## config.mk

```make
export PLATFORM = sky130hd
export DESIGN_NAME = mb_serial_decoder
export DESIGN_NICKNAME = d
export VERILOG_FILES = /design/src/rtl/mb_serial_decoder.sv
export SDC_FILE = /design/constraint.sdc
export NUM_CORES = 1
export LEC_CHECK = 0
export BUFFER_PORTS_ARGS = -buffer_cell sky130_fd_sc_hd__buf_2
export CAP_MARGIN = 20
export CORE_MARGIN = 2
export CORE_UTILIZATION = 50
export DETAILED_ROUTE_END_ITERATION = 8
export GPL_TIMING_DRIVEN = 0
export PLACE_DENSITY = 0.75
export RECOVER_POWER = 50
export SYNTH_ARGS = -nofsm -noshare
export SYNTH_HDL_FRONTEND = slang
export SYNTH_SLANG_ARGS = --single-unit
export TNS_END_PERCENT = 1
```

## constraint.sdc

```tcl
create_clock -name clk -period 2.8 [get_ports clk]
set_clock_uncertainty 0.2 [all_clocks]
set_input_delay 0 -clock clk [delete_from_list [all_inputs] [get_ports clk]]
set_output_delay 0 -clock clk [all_outputs]
set_load 0.01 [all_outputs]
```

## src/rtl/mb_serial_decoder.sv

```systemverilog
// Serial radix-4 Booth digit decoder. It takes one {sign,one,two} digit per handshake, least-significant digit first,
// and rebuilds the exact two's-complement value of the frame.
module mb_serial_decoder #(
  parameter int DIGITS = 8,
  parameter int OUT_W  = 2*DIGITS+1,
  localparam int CNT_W = $clog2(DIGITS+1)
) (
  input  logic                    clk,
  input  logic                    rst,
  input  logic                    in_valid,
  output logic                    in_ready,
  input  logic                    in_sign,
  input  logic                    in_one,
  input  logic                    in_two,
  output logic                    out_valid,
  input  logic                    out_ready,
  output logic signed [OUT_W-1:0] out_value,
  output logic                    out_error,
  output logic [CNT_W-1:0]        digit_cnt
);

  // state   | meaning
  // COLLECT | accepting digits into the accumulator
  // HOLD    | frame complete, presenting value until out_ready
  typedef enum logic [0:0] {
    COLLECT = 1'b0,
    HOLD    = 1'b1
  } state_t;

  state_t                    state_q, state_d;
  logic signed [OUT_W-1:0]   acc_q, acc_d;
  logic                      err_q, err_d;
  logic [CNT_W-1:0]          cnt_q, cnt_d;

  logic signed [OUT_W-1:0]   mag_s;
  logic signed [OUT_W-1:0]   dig_s;
  logic signed [OUT_W-1:0]   term_s;
  logic [CNT_W:0]            shamt;
  logic                      illegal;
  logic                      last_digit;

  always_ff @(posedge clk) begin
    if (rst) begin
      state_q <= COLLECT;
      acc_q   <= '0;
      err_q   <= 1'b0;
      cnt_q   <= '0;
    end else begin
      state_q <= state_d;
      acc_q   <= acc_d;
      err_q   <= err_d;
      cnt_q   <= cnt_d;
    end
  end

  // The illegal code one=1,two=1 falls into the default case, so it adds nothing to the accumulator.
  always_comb begin
    mag_s = '0;
    case ({in_one, in_two})
      2'b10:   mag_s = {{(OUT_W-2){1'b0}}, 2'b01};
      2'b01:   mag_s = {{(OUT_W-2){1'b0}}, 2'b10};
      default: mag_s = '0;
    endcase
  end

  assign dig_s      = in_sign ? -mag_s : mag_s;
  assign shamt      = {cnt_q, 1'b0};
  assign term_s     = dig_s <<< shamt;
  assign illegal    = in_one & in_two;
  assign last_digit = (cnt_q == CNT_W'(DIGITS-1));

  always_comb begin
    state_d = state_q;
    acc_d   = acc_q;
    err_d   = err_q;
    cnt_d   = cnt_q;
    case (state_q)
      COLLECT: begin
        if (in_valid) begin
          acc_d = acc_q + term_s;
          err_d = err_q | illegal;
          if (last_digit) begin
            cnt_d   = '0;
            state_d = HOLD;
          end else begin
            cnt_d = cnt_q + 1'b1;
          end
        end
      end
      HOLD: begin
        if (out_ready) begin
          acc_d   = '0;
          err_d   = 1'b0;
          state_d = COLLECT;
        end
      end
      default: state_d = COLLECT;
    endcase
  end

  assign in_ready  = (state_q == COLLECT);
  assign out_valid = (state_q == HOLD);
  assign out_value = acc_q;
  assign out_error = err_q;
  assign digit_cnt = cnt_q;

endmodule

```

==> results.md <==
* Status: finished with violations
* Failing checks: negative setup slack
* Final WL at approximately 5500 um
* Vias in the first global route at ~1900
* Sequential share of the synthesized area at a little under a quarter
* Power Total at between 1 and 1.5 mW
* CTS buffer count at 3
* Layout cells sized above 1 at 24.8%
* Initial antenna violation count at 0
* FMAX at 0.348 GHz
* Fin cells at 359
* Die H at 66.8 um
* Most frequent cells in the layout: nor2_1, a21oi_1, nand2_1, dfxtp_1, buf_2
* Fin Setup TNS at -0.0765 ns
* CP Capture Type: register
* Power per Cell Area at just under 400 nW/um2
* Dpl ws at -0.309 ns
* CP Cell Sequence: or2_4 > nor3_4 > ha_4 > o211ai_1 > a21oi_4 > o221a_4 > o21a_1 > or3_1 > a32o_1
* Post-detailed-route DRC marker count at 0
* Req. time, crit path at 2.76 ns
* Number of antenna diodes at 0
* Site Rows at 22
* Type of the worst setup path: register to register
* Total grt overflow at 0
* Final instance area at 2560 um2
* Synthesized area per cell at 7.42 um2
* Met1 GRT Util at between 30% and 40%
* Num ports at 31
* Inst Count DP at 343
* Yosys Warn Count at 0
* Synth unique cells at 48
* Worst Hold Class: primary input to register
* Final Max Slew Viols at 0
* Final core occ at 68.8%
* GPL Wtd Cong at between 0.8 and 0.9
* Starting Density at roughly 53%
* CTS tree: done
* Syn_nets at 294
* Die width at 66.8 um
* Max FO, Critical Path at 8
* GRT Total Usage at 24.4%
* Avg Vias per Cell at 5.86
* HPWL Detailed at approximately 3600 um
* Filler Cell Count at 328
* Post-synth ARST share at 0%
* Post-synth EDFFs at 0
* Met3 Use GR at 3.89%
* CTS root buf: clkbuf_8
* Top FF cell, synth: dfxtp_1
* Synth Cell Area at between 1500 and 2000 um2
* DR vias at 2102
* Drt initial violations at between 100 and 150
* Leakage at about 1.2 nW
* Most common cell after layout, fill and taps aside: nor2_1
* Reg area at 470 um2
* Crit start category: register
* Post-Syn Instances at 266
* CTS Buffer Depth at 2
* Slew @ Worst Pin at 0.735 ns
* Worst setup margin at -0.0765 ns
* Gr busiest metal: met2
* CP max stage cell: dfxtp_4
* Maxcap violations at 0
* Placed Area at 2190 um2
* Worst Path Arrival at 2.84 ns
* Placeable Area at 3720 um2
* First-pass GRT wire length at 8460 um
* FF+latch count, synth at 23
* Worst path top cell family by delay: compound AO/OA/AOI/OAI gates
* Max stage delay on crit path at between 0.3 and 0.4 ns
* Min Hold Slack at 0.0107 ns
* Final hold viol count at 0
* GR Util met2 at 43.5%
* Max H-tree Level at 1
* Final ANT Viol Nets at 0
* CTS sink count at 23
* I/O Buffers at 29
* CTS clk-pin slew, worst paths at 0.09 ns
* VDD IR max at 0.000337 V
* Final setup fails at 1
* RSZ-0062 raised after global routing: true
* Average wire per standard cell at 15.3 um
* Final worst path period share at 103%
* Pin count of the biggest net entering global routing at 13
* Buffers & Inverters on Critical Path at 0
* Die area at 4460 um2
* Final #Nets at 340
* Area Overhead vs Synth at 29.5%
* Final worst path period need at 2.88 ns
* TritonRoute pass-1 iters at 4
* Clock latency on the worst-skew pair at 0.27 ns
* Slew HR at 51.0%
* Multi-input gate area at 1590 um2
[routing by layer]
layer,part of all wire [%],vias to the layer above
met2,50,58
met4,1.8,0
met1,44,992
li1,-,1040
met3,4.2,12
met5,0,-
[worst min-delay path, cell delays in order]
cell and delay, ns:
buf_2 0.09, nand2b_1 0.14, a21oi_1 0.18, nor2_1 0.04
[where the power goes]
part | internal (mW) | leakage [nW] | switching, mW
Combinational | 0.184 | 0.959 | 0.230
Sequential | 0.353 | 0.190 | 0.0283
Clock | 0.102 | 0.0228 | 0.115
Total | 0.640 | 1.17 | 0.373
[worst paths after layout]
path                                            startpoint  cells past startpoint                    endpoint  slack [ns]
worst max-delay path             digit_cnt[3]$_SDFFE_PP0P_                      9  out_value[10]$_SDFFE_PP0P_       -0.08
worst min-delay path                              in_valid                      4   digit_cnt[0]$_SDFFE_PP0P_        0.01
worst max register to register   digit_cnt[3]$_SDFFE_PP0P_                      9  out_value[10]$_SDFFE_PP0P_       -0.08
worst min register to register  out_value[12]$_SDFFE_PP0P_                      2  out_value[12]$_SDFFE_PP0P_        0.29
[state kept, by name, indices dropped and copies added, names as in the netlist]
register and count:
out_value 17, digit_cnt 4, out_error 1, out_valid 1
[cells in the mapped netlist, types with 2 or more instances]
cell type  count  area share, %
nor2_1        37            7.0
a21oi_1       32            8.1
dfxtp_1       23             23
ha_1          20             13
nand2_1       20            3.8
inv_1         12            2.3
clkbuf_1      10            1.9
o21ai_0        9            2.3
nand2b_1       8            2.5
a21o_1         7            2.7
a22oi_1        7            2.7
a31oi_1        6            1.9
and3_1         6            1.9
nand3_1        6            1.5
nor2b_1        6            1.9
nor3_1         6            1.5
xor2_1         6            2.7
a21boi_0       3            1.1
o211ai_1       3            1.1
o31ai_1        3            1.1
or3_1          3           0.95
a211oi_1       2           0.76
buf_1          2           0.38
buf_2          2           0.51
nor3b_1        2           0.76
o21bai_1       2           0.76
xnor2_1        2           0.89
[cell families (layout without fill, tap and decap cells)]
| family | Yosys count | in the layout | share of synthesized area [%] |
|---|---|---|---|
| adders and majority gates | 21 | 21 | 13.7 |
| buffers and inverters | 26 | 71 | 5.07 |
| DFF | 23 | 23 | 23.3 |
| xor gates and xnor gates | 8 | 8 | 3.55 |
| muxes | 1 | 1 | 0.507 |
| and+or+nand+nor | 101 | 101 | 24.8 |
| AOI/OAI and AO/OA | 86 | 86 | 29.0 |
[repair_timing]
action | 4_1_cts | 5_1_grt
endpoints found under the setup margin | 7 | 9
gates resized for setup | 14 | 40
pin swaps | 4 | 15
buffers inserted | 2 | 7
gates cloned | 0 | 1
hold endpoints to repair | 6 | 0
hold buffers | 5 | 0
[cell type report]
| class | count | share of cell area [%] |
|---|---|---|
| plain buffers | 11 | 3.03 |
| clock buffers | 4 | 1.76 |
| inverters | 12 | 1.76 |
| multi-input cells | 217 | 62.1 |
| flip-flops and latches | 23 | 18.4 |
| well taps | 48 | 2.35 |
| repair buffers | 44 | 10.6 |
Power figures use the tool's default switching activity.
